===== config.mk =====
export PLATFORM = sky130hd
export DESIGN_NAME = zipo_fetch
export DESIGN_NICKNAME = d
export VERILOG_FILES = /design/src/rtl/zipo_fetch.sv
export SDC_FILE = /design/constraint.sdc
export NUM_CORES = 1
export LEC_CHECK = 0
export CORE_MARGIN = 2
export CORE_UTILIZATION = 40
export DETAILED_ROUTE_END_ITERATION = 10
export PLACE_DENSITY = 0.59
export SLEW_MARGIN = 20
export SYNTH_ARGS = -nofsm -noshare
export SYNTH_HDL_FRONTEND = slang
export SYNTH_SLANG_ARGS = --single-unit

===== constraint.sdc =====
create_clock -name clk -period 7.1 [get_ports clk]
set_clock_uncertainty 0.2 [all_clocks]
set_input_delay 1.42 -clock clk [delete_from_list [all_inputs] [get_ports clk]]
set_output_delay 1.42 -clock clk [all_outputs]
set_load 0.01 [all_outputs]

===== src/rtl/zipo_fetch.sv =====
// zipo_fetch: 64-bit instruction prefetch feeding decode through a small FIFO.
// Define ZIPO_FETCH_STATS_EN to add the stat_fetched/stat_stall counters.
module zipo_fetch #(
    parameter logic [63:0] INITIAL_PC = 64'h0,
    parameter int unsigned DEPTH      = 4
) (
    input  logic        clk,
    input  logic        rst_n,
    output logic        mem_req,
    output logic [63:0] mem_addr,
    input  logic        mem_ack,
    input  logic [63:0] mem_rdata,
    input  logic        redirect_valid,
    input  logic [63:0] redirect_pc,
    output logic        inst_valid,
    input  logic        inst_ready,
    output logic [31:0] inst,
    output logic [63:0] inst_pc
`ifdef ZIPO_FETCH_STATS_EN
    ,
    output logic [31:0] stat_fetched,
    output logic [31:0] stat_stall
`endif
);
    localparam int unsigned AW = $clog2(DEPTH);
    localparam int unsigned CW = AW + 1;
    localparam logic [CW:0] DEPTH_F = DEPTH[CW:0];
    localparam logic [CW:0] TWO = {{(CW - 1){1'b0}}, 2'd2};

    typedef enum logic [1:0] {IDLE, REQ, DROP} state_t;

    state_t        state_q, state_d;
    logic [63:0]   fetch_pc, fetch_pc_d;
    logic          req_d;
    logic [63:0]   addr_d;
    logic [63:0]   pc_mem  [DEPTH];
    logic [31:0]   ins_mem [DEPTH];
    logic [AW-1:0] rd_ptr, wr_ptr, wr_nxt;
    logic [CW-1:0] count;
    logic          pop;
    logic [1:0]    n_push;
    logic [CW:0]   free;
    logic [63:0]   push_pc0, push_pc1;
    logic [31:0]   push_ins0, push_ins1;
    logic          unused_pc_lo;

    assign unused_pc_lo = ^redirect_pc[1:0];
    assign inst_valid   = (count != '0);
    assign inst         = ins_mem[rd_ptr];
    assign inst_pc      = pc_mem[rd_ptr];
    assign pop          = inst_valid & inst_ready;
    assign wr_nxt       = wr_ptr + AW'(1);
    // Room is judged after this cycle's pop so a draining FIFO refetches early.
    assign free = DEPTH_F - {1'b0, count} + {{CW{1'b0}}, pop};

    always_comb begin
        state_d    = state_q;
        fetch_pc_d = fetch_pc;
        req_d      = mem_req;
        addr_d     = mem_addr;
        n_push     = 2'd0;
        push_pc0   = fetch_pc;
        push_ins0  = mem_rdata[31:0];
        push_pc1   = fetch_pc + 64'd4;
        push_ins1  = mem_rdata[63:32];
        unique case (state_q)
            IDLE: begin
                if (!redirect_valid && free >= TWO) begin
                    req_d   = 1'b1;
                    addr_d  = {fetch_pc[63:3], 3'b000};
                    state_d = REQ;
                end
            end
            REQ: begin
                if (mem_ack) begin
                    req_d   = 1'b0;
                    state_d = IDLE;
                    if (!redirect_valid) begin
                        if (fetch_pc[2]) begin
                            n_push    = 2'd1;
                            push_ins0 = mem_rdata[63:32];
                        end else begin
                            n_push = 2'd2;
                        end
                        fetch_pc_d = {fetch_pc[63:3] + 61'd1, 3'b000};
                    end
                end else if (redirect_valid) begin
                    state_d = DROP;
                end
            end
            DROP: begin
                if (mem_ack) begin
                    req_d   = 1'b0;
                    state_d = IDLE;
                end
            end
            default: state_d = IDLE;
        endcase
        if (redirect_valid) fetch_pc_d = {redirect_pc[63:2], 2'b00};
    end

    always_ff @(posedge clk or negedge rst_n) begin
        if (!rst_n) begin
            state_q  <= IDLE;
            fetch_pc <= {INITIAL_PC[63:2], 2'b00};
            mem_req  <= 1'b0;
            mem_addr <= '0;
        end else begin
            state_q  <= state_d;
            fetch_pc <= fetch_pc_d;
            mem_req  <= req_d;
            mem_addr <= addr_d;
        end
    end

    always_ff @(posedge clk or negedge rst_n) begin
        if (!rst_n) begin
            rd_ptr <= '0;
            wr_ptr <= '0;
            count  <= '0;
            for (int i = 0; i < DEPTH; i++) begin
                pc_mem[i]  <= '0;
                ins_mem[i] <= '0;
            end
        end else if (redirect_valid) begin
            rd_ptr <= '0;
            wr_ptr <= '0;
            count  <= '0;
        end else begin
            if (n_push != 2'd0) begin
                pc_mem[wr_ptr]  <= push_pc0;
                ins_mem[wr_ptr] <= push_ins0;
            end
            if (n_push == 2'd2) begin
                pc_mem[wr_nxt]  <= push_pc1;
                ins_mem[wr_nxt] <= push_ins1;
            end
            wr_ptr <= wr_ptr + AW'(n_push);
            rd_ptr <= rd_ptr + AW'(pop);
            count  <= count + CW'(n_push) - CW'(pop);
        end
    end

`ifdef ZIPO_FETCH_STATS_EN
    always_ff @(posedge clk or negedge rst_n) begin
        if (!rst_n) begin
            stat_fetched <= '0;
            stat_stall   <= '0;
        end else begin
            if (pop && !redirect_valid) stat_fetched <= stat_fetched + 32'd1;
            if (inst_ready && !inst_valid) stat_stall <= stat_stall + 32'd1;
        end
    end
`endif

endmodule

==> reports/metrics.csv, run 1 <==
metric,value,unit
status,completed,
r2r_slack,2.87,ns
ys_seq_area_frac,0.502,
hold_depth,2,
setup_tns,0,ns
die_w,258,um
overflow,0,
core,0.0641,mm2
hp-start,pc_mem[109]$_DFFE_PN0N_,
multiInputGateArea,0.0119,mm2
ant_nets,0,
vias,22300,
nets,2932,
hold_viol,0,
async_flop_share,1.00,
hold_path_end,pc_mem[109]$_DFFE_PN0N_,
track_usage,0.275,
required,5.48,ns
endpoint_kind,output pin,
clk_latency,0.64,ns
ys_ff_latch,517,
vdd_drop_max,0.234,mV
tightest_slew,1.13,ns
r2r_start,fetch_pc[15]$_DFFE_PN0P_,
syn_area,0.0258,mm2
max_freq,200,MHz
ys_warn_count,0,
cts_tree,done,
postCtsHoldBufs,0,
path_max_fanout,42,
yosysTopAreaCell,dfrtp_1,
p_clk_frac,0.263,
drive_gt1_frac,0.133,
num_rows,93,
synth_edf_count,0,
p_sw_frac,0.327,
leakagePower,0.0130,uW
grt_antenna_before_repair,1,
min_period,4.99,ns
intPower,8640,uW
grt_max_degree,177,
syn_to_final_growth,22.2,%
met2_usage,0.457,
nFillCells,5843,
clockBufferDepth,3,
report.final.slew_viol_count,0,
drc,0,
fin_hold_ws,0.262,ns
cts_made_buffers,58,
hp-class,flip-flop to flip-flop,
drt-initial-drc-count,2005,
rsz0062_at_grt,false,
crit_path_start_kind,flip-flop,
routed_wl,91900,um
r2r_cells,5,
setup_viol,0,
p_switching,4190,uW
min_period_over_period,0.703,
grt-busiest-layer,met2,
synthCells,2626,
initial_core_util,0.402,
final_cells,3690,
place.port_buffers,289,
cts-resized-gates,0,
numClockSinks,517,
grt_pass1_wl,141000,um
antenna_cells,0,
root_buffer,clkbuf_16,
fin_ws,2.11,ns
slew_headroom,0.242,
synth-main-ff-cell,dfrtp_1,
grt_pass1_vias,23100,
globalplace.congestion,0.897,
synthTopCellsByArea,"dfrtp_1 (50%), mux4_2 (8.4%), nand2_1 (6.1%)",
worstSetupPathType,flip-flop to output pin,
dieArea,0.0665,mm2
clk_pin_slew,0.06,ns
pre_cts_ws,2.01,ns
use_met1,0.353,
pwr-share-seq,0.379,
avgSynthCellArea,9.81,um2
postCtsSetupBuffers,0,
maxCapViolations,0,
synth_top_area_frac,0.502,
die_h,258,um
regArea,0.0129,mm2
ys_types,70,
p_comb_frac,0.358,
power_density,407,mW/mm2
use_met3,0.0518,
crit_arrival,3.37,ns
viasPerCell,6.05,
r2r_end,pc_mem[254]$_DFFE_PN0N_,
htreeDepth,2,
ios,295,
wl_per_cell,24.9,um
placedCellCount,3580,
place_hpwl,58500,um
dr.pass1.iters,7,
-- registers in the layout (all words and copies together) (netlist names), 2 cells and up --
signal    flops
pc_mem      256
ins_mem     128
fetch_pc     62
mem_addr     61
count         3
rd_ptr        2
state_q       2
wr_ptr        2
-- through the flow --
| step | cell area (um2) | util | power [uW] |
|---|---|---|---|
| floorplan | 25800 | - | 7240 |
| CTS | 31500 | 0.491 | 12900 |
| finish | 31500 | 0.491 | 12800 |
| detailed placement | 29300 | 0.457 | 9490 |
| global placement | 29300 | 0.457 | 9330 |
| global route | 31500 | 0.491 | 13500 |
-- cell type report --
cell class / instances / area share
Clock buffer: 74 / 0.0521
Clock inverter: 36 / 0.0167
Inverter: 27 / 0.00322
Multi-Input combinational cell: 1844 / 0.378
Sequential cell: 517 / 0.411
Tap cell: 855 / 0.0340
Timing Repair Buffer: 337 / 0.105
-- worst max-delay path by stage --
stage / start / end / slack [ns] / depth (start not counted)
3_5_place_dp: mem_ack / pc_mem[80]$_DFFE_PN0N_ / 2.01 / 8
2_1_floorplan: rd_ptr[0]$_DFF_PN0_ / inst_pc[25] / 3.37 / 4
4_1_cts: rd_ptr[1]$_DFF_PN0_ / inst_pc[63] / 2.09 / 3
3_3_place_gp: mem_ack / pc_mem[80]$_DFFE_PN0N_ / 2.05 / 8
5_1_grt: rd_ptr[1]$_DFF_PN0_ / inst_pc[63] / 2.05 / 3
6_report: rd_ptr[1]$_DFF_PN0_ / inst_pc[63] / 2.11 / 3
-- layout by cell type, fill, tap and decap left out, types with 61 or more instances in the layout --
cell	instances
nand3_1	68
dfrtp_1	515
a21oi_1	61
mux2_2	65
nor2_1	356
o21ai_0	128
nand2_1	409
clkdlybuf4s50_1	287
mux4_2	96
o22ai_1	181
-- metal layers --
layer | up-vias | wire (um)
met5 | - | 13
met4 | 2 | 3880
met3 | 235 | 7120
met2 | 1015 | 44600
met1 | 11300 | 36300
li1 | 9755 | -
-- worst max-delay path: stages (launching register included) --
cell and delay (ns):
dfrtp_4 0.97, buf_4 0.65, mux4_2 0.59, clkdlybuf4s50_1 0.50
-- Yosys cell counts (13+ instances only) --
master / number
a22oi_1: 22
xor2_1: 18
a21oi_1: 65
mux4_2: 96
mux2_2: 65
nand3_1: 70
clkbuf_1: 181
and3_1: 22
buf_2: 25
nand4_1: 38
o22ai_1: 182
or3_1: 15
o211ai_1: 18
o21ai_0: 128
buf_1: 29
xnor2_1: 34
nor3_1: 59
nor4_1: 30
nor2_1: 362
dfrtp_1: 517
ha_1: 13
inv_1: 24
or4_1: 24
nand2_1: 416
o221a_2: 13
-- cells by family after synthesis --
family,Yosys count,synth area share
buf+inv,267,0.0408
xor+xnor,52,0.0177
fa+ha+maj,14,0.00709
compound gates,504,0.124
mux,164,0.113
other cells,1,0.000146
simple gates,1107,0.195
flops,517,0.502
-- power groups by stage --
stage / Clock, uW / Combinational [uW] / Sequential [uW]
6_report: 3380 / 4590 / 4860
5_1_grt: 3560 / 4960 / 4980
4_1_cts: 3430 / 4630 / 4840
3_5_place_dp: 0 / 4610 / 4880
3_3_place_gp: 0 / 4520 / 4810
2_1_floorplan: 0 / 2630 / 4610
Note: power is estimated with default switching activity, not from simulation.
==> inputs of run 2 (changes only) <==
Clock period 7.1 ns to 5.2 ns, I/O delays scaled along.
==> run 2 against run 1 <==
- register-to-register slack worse by 1.4 ns
- critical path depth stayed put
- routed wire length hardly changed
- first-iteration DRC count is 29% higher
- non-clock buffer count is 19 higher
- global-route usage is 0.13 points lower
- total power is 34% higher
- clock power is 25% higher
==> reports/metrics.csv, run 2 (synthesis gave the netlist of run 1 again) <==
metric,value,unit,change
p_comb_frac,0.364,,+0.006
r2r_cells,6,,+1
final_cell_mix,"dfrtp_1 (515), nand2_1 (409), nor2_1 (356)",,
intPower,11500,uW,+34%
max_freq,233,MHz,
dr.pass1.iters,6,,-1
clockBufferDepth,3,,unchanged
overflow,0,,unchanged
numClockSinks,517,,unchanged
r2r_slack,1.45,ns,-1.42 ns
p_clk_frac,0.247,,-0.016
routed_wl,91800,um,about the same
rsz0062_at_grt,false,,
die_w,258,um,unchanged
postCtsHoldBufs,0,,unchanged
power_density,545,mW/mm2,+34%
final_common_cell,dfrtp_1,,
reg.largest.list,"pc_mem x256, ins_mem x128, fetch_pc x62",,
postCtsSetupBuffers,0,,unchanged
track_usage,0.274,,-0.00132
crit_arrival,3.06,ns,-0.31 ns
maxCapViolations,0,,unchanged
status,completed,,
drc,0,,unchanged
htreeDepth,2,,unchanged
initial_core_util,0.402,,unchanged
hp-class,primary input to async pin,,
nets,2951,,+0.65%
leakagePower,0.0131,uW,+0.15%
largest_reg_flops,256,,unchanged
hold_viol,0,,unchanged
num_rows,93,,unchanged
path_max_fanout,23,,-45%
place.port_buffers,289,,unchanged
drive_gt1_frac,0.133,,+0.000308
endpoint_kind,output pin,,
required,3.96,ns,-1.52 ns
cts-resized-gates,0,,unchanged
grt_max_degree,99,,-44%
wl_per_cell,24.8,um,-0.58%
min_period,4.30,ns,
clk_latency,0.63,ns,about the same
cts_tree,done,,
clk_pin_slew,0.06,ns,about the same
setup_tns,0,ns,unchanged
slew_headroom,0.329,,+0.0869
drt-initial-drc-count,2582,,+29%
ant_nets,0,,unchanged
r2r_end,pc_mem[234]$_DFFE_PN0N_,,
tightest_slew,1.01,ns,-0.121 ns
place_hpwl,59400,um,+1.5%
root_buffer,clkbuf_16,,
cts_made_buffers,58,,unchanged
worstSetupPathType,flip-flop to output pin,,
syn_to_final_growth,22.3,%,
crit_path_start_kind,flip-flop,,
regMostFlops,pc_mem,,
report.final.slew_viol_count,0,,unchanged
vdd_drop_max,0.417,mV,+78%
p_sw_frac,0.329,,+0.00199
ios,295,,unchanged
die_h,258,um,unchanged
total_power,17200,uW,+34%
core,0.0641,mm2,unchanged
grt_pass1_vias,22500,,-2.8%
p_switching,5650,uW,+35%
vias,22400,,+0.28%
dieArea,0.0665,mm2,unchanged
min_period_over_period,0.826,,
setup_viol,0,,unchanged
globalplace.congestion,0.916,,+2.1%
viasPerCell,6.04,,-0.20%
grt_pass1_wl,140000,um,-0.74%
pwr-share-seq,0.389,,+0.010
r2r_start,fetch_pc[3]$_DFFE_PN0P_,,
grt_antenna_before_repair,3,,+2
run 2: changes by cell type in the layout (fill, tap and decap cells not counted), moves of 2 or more:
cell / previous run / this run
buf_12: 4 / 14
buf_4: 44 / 54
bufinv_16: 11 / 4
clkbuf_1: 3 / 15
clkbuf_8: 13 / 15
clkinv_2: 15 / 9
clkinv_4: 3 / 1
diode_2: 0 / 2
run 2: critical path: stages (launching register included):
cell and delay [ns]:
dfrtp_4 0.81, buf_4 0.45, mux4_2 0.58, clkdlybuf4s50_1 0.56
run 2: cell type report:
cell class | count | area [um2]
Fill cell | 5797 | 32600
Multi-Input combinational cell | 1844 | 11900
Clock inverter | 18 | 218
Sequential cell | 517 | 12900
Clock buffer | 89 | 1740
Inverter | 27 | 101
Tap cell | 855 | 1070
Timing Repair Buffer | 356 | 3570
Antenna cell | 2 | 5.00
run 2: how the worst max path moves through the flow:
stage | start | end | slack (ns) | cells after the start
CTS | rd_ptr[0]$_DFF_PN0_ | inst[16] | 0.84 | 3
detailed placement | mem_ack | pc_mem[248]$_DFFE_PN0N_ | 0.92 | 8
floorplan | rd_ptr[0]$_DFF_PN0_ | inst_pc[25] | 1.85 | 4
global route | rd_ptr[0]$_DFF_PN0_ | inst[16] | 0.78 | 3
global placement | mem_ack | pc_mem[236]$_DFFE_PN0N_ | 0.93 | 8
finish | rd_ptr[0]$_DFF_PN0_ | inst[16] | 0.90 | 3
run 2: power groups by stage:
| stage | sequential [uW] | clock [uW] | combinational [uW] |
|---|---|---|---|
| after floorplan | 6290 | 0 | 3590 |
| after global placement | 6620 | 0 | 6160 |
| after detailed placement | 6730 | 0 | 6280 |
| after CTS | 6670 | 4320 | 6310 |
| after global routing | 6870 | 4480 | 6740 |
| final | 6680 | 4240 | 6260 |
run 2: metal layers:
layer / vias up / GRT usage / part of all wire
li1: 9791 / - / -
met1: 11300 / 0.371 / 0.41
met2: 1105 / 0.442 / 0.48
met3: 220 / 0.0432 / 0.074
met4: 2 / 0.111 / 0.040
met5: - / 0 / 0.000076
run 2: stage by stage:
stage / utilization / hold slack [ns] / cell area, um2 / std cells / worst slack, ns
floorplan: - / 0.233 / 25800 / 2628 / 1.85
finish: 0.492 / 0.188 / 31500 / 3708 / 0.903
CTS: 0.492 / 0.208 / 31500 / 3706 / 0.836
global placement: 0.461 / 0.245 / 29600 / 3599 / 0.925
global route: 0.492 / 0.238 / 31500 / 3708 / 0.784
detailed placement: 0.461 / 0.252 / 29600 / 3599 / 0.918
==> inputs of run 3 (changes only) <==
Settings changed: PLACE_DENSITY 0.59 to 0.61.
Clock period 5.2 ns to 3.8 ns, I/O delays scaled along.
==> run 3 against run 2 <==
- die area unchanged
- clock-buffer cell count down 4
- final cell count up 1.4%
- register-to-register slack worse by 0.99 ns
- critical path type unchanged
==> reports/metrics.csv, run 3 (synthesis gave the netlist of run 1 again) <==
metric,value,unit,change
regArea,0.0129,mm2,unchanged
vdd_drop_max,0.415,mV,-0.50%
grt_max_degree,100,,+1.0%
viasPerCell,6.05,,+0.30%
numClockSinks,517,,unchanged
max_freq,274,MHz,
report.final.slew_viol_count,0,,unchanged
hold_path_end,pc_mem[109]$_DFFE_PN0N_,,
r2r_slack,0.46,ns,-0.99 ns
fin_ws,0.156,ns,-0.746 ns
hp-start,pc_mem[109]$_DFFE_PN0N_,,
hold_depth,2,,
utilization,0.498,,+0.00669
num_rows,93,,unchanged
wl_per_cell,24.6,um,-0.72%
drc,0,,unchanged
r2r_end,pc_mem[248]$_DFFE_PN0N_,,
multiInputGateArea,0.0119,mm2,unchanged
r2r_start,fetch_pc[23]$_DFFE_PN0P_,,
final_cells,3760,,+1.4%
globalplace.congestion,0.912,,-0.46%
p_clk_frac,0.237,,-0.010
power_density,734,mW/mm2,+35%
hold_viol,0,,unchanged
cts_made_buffers,56,,-3.4%
worstPathCellList,buf_12 > mux4_2 > clkdlybuf4s50_1,,
core,0.0641,mm2,unchanged
die_w,258,um,unchanged
final_common_cell,dfrtp_1,,
ios,295,,unchanged
maxCapViolations,0,,unchanged
overflow,0,,unchanged
min_period_over_period,0.959,,
ant_nets,0,,unchanged
hp-class,flip-flop to flip-flop,,
required,2.84,ns,-1.12 ns
tightest_slew,0.860,ns,-0.146 ns
p_sw_frac,0.329,,+0.000332
drt-initial-drc-count,2495,,-3.4%
regMostFlops,pc_mem,,
clk_pin_slew,0.06,ns,about the same
die_h,258,um,unchanged
path_max_fanout,23,,unchanged
largest_reg_flops,256,,unchanged
rsz0062_at_grt,false,,
intPower,15700,uW,+36%
vias,22800,,+1.7%
dieArea,0.0665,mm2,unchanged
routed_wl,92400,um,+0.67%
p_comb_frac,0.379,,+0.015
total_power,23500,uW,+37%
grt_pass1_wl,141000,um,+0.39%
grt_antenna_before_repair,3,,unchanged
nFillCells,5753,,-0.76%
p_switching,7720,uW,+37%
final_cell_mix,"dfrtp_1 (515), nand2_1 (409), nor2_1 (356)",,
place_hpwl,61100,um,+2.9%
leakagePower,0.0133,uW,+2.0%
slew_headroom,0.427,,+0.0973
cp_slowest_cell,dfrtp_4,,
r2r_cells,5,,-1
crit_arrival,2.68,ns,-0.38 ns
htreeDepth,2,,unchanged
cts-resized-gates,0,,unchanged
track_usage,0.275,,+0.000617
crit_path_start_kind,flip-flop,,
initial_core_util,0.402,,unchanged
reg.largest.list,"pc_mem x256, ins_mem x128, fetch_pc x62",,
placedCellCount,3647,,+1.3%
nets,3005,,+1.8%
status,completed,,
grt_pass1_vias,23100,,+2.4%
setup_tns,0,ns,unchanged
endpoint_kind,output pin,,
drive_gt1_frac,0.149,,+0.0159
clockBufferDepth,3,,unchanged
worstSetupPathType,flip-flop to output pin,,
root_buffer,clkbuf_16,,
syn_to_final_growth,24.0,%,
pre_cts_ws,0.0493,ns,-0.869 ns
clk_latency,0.62,ns,about the same
place.port_buffers,289,,unchanged
pwr-share-seq,0.385,,-0.004
min_period,3.64,ns,
cts_tree,done,,
cpPeakStageDelay,0.72,ns,-0.09 ns
dr.pass1.iters,6,,unchanged
setup_viol,0,,unchanged
==> run 3: cell count changes in the layout (fill, tap and decap cells not counted), sizes merged <==
cell | before | now
buf | 69 | 124
clkbuf | 89 | 85
diode | 2 | 3
inv | 26 | 25
dlygate4sd3 | 0 | 1
clkinv | 13 | 14
bufinv | 4 | 3
==> run 3: worst max path at each step <==
| stage | from | end | slack [ns] |
|---|---|---|---|
| finish | rd_ptr[1]$_DFF_PN0_ | inst[31] | 0.16 |
| global route | rd_ptr[1]$_DFF_PN0_ | inst[31] | 0.08 |
| CTS | rd_ptr[1]$_DFF_PN0_ | inst[31] | 0.15 |
| detailed placement | mem_ack | pc_mem[223]$_DFFE_PN0N_ | 0.05 |
| global placement | mem_ack | pc_mem[255]$_DFFE_PN0N_ | 0.14 |
| floorplan | rd_ptr[0]$_DFF_PN0_ | inst_pc[25] | 0.73 |
==> run 3: area by class of cell <==
type                            instances  share of cell area
Inverter                               27             0.00317
Antenna cell                            3            0.000235
Multi-Input combinational cell       1844               0.371
Tap cell                              855              0.0335
Clock buffer                           85              0.0526
Clock inverter                         17             0.00564
Timing Repair Buffer                  412               0.128
Sequential cell                       517               0.405
==> run 3: what timing repair did <==
| action | 4_1_cts | 5_1_grt |
|---|---|---|
| buffers inserted | 7 | 0 |
| hold endpoints to repair | 55 | 0 |
| hold buffers | 1 | 0 |
| setup endpoints to repair | 29 | 0 |
==> run 3: through the flow <==
| step | hold slack, ns | cell area, um2 |
|---|---|---|
| after floorplan | 0.233 | 25800 |
| after global placement | 0.245 | 30000 |
| after detailed placement | 0.250 | 30000 |
| after CTS | 0.264 | 31900 |
| after global routing | 0.286 | 31900 |
| final | 0.263 | 31900 |
==> run 3: metal layers <==
metal	global-route usage	up-vias	share of wire
li1	-	9889	-
met1	0.356	11500	0.40
met2	0.450	1161	0.48
met3	0.0516	228	0.080
met4	0.122	0	0.044
met5	0	-	0
==> run 3: worst max-delay path: cells and delay by family (launching register included) <==
kind	cells	cell delay, ns
mux	1	0.52
buf+inv	2	0.81
flops	1	0.72
==> run 3: power by group through the flow <==
stage,Clock [uW],Combinational [uW],Sequential [uW]
after global placement,0,8580,8980
after global routing,5890,9540,9250
after detailed placement,0,8750,9130
after floorplan,0,4910,8610
after CTS,5650,8940,8990
final,5550,8880,9020
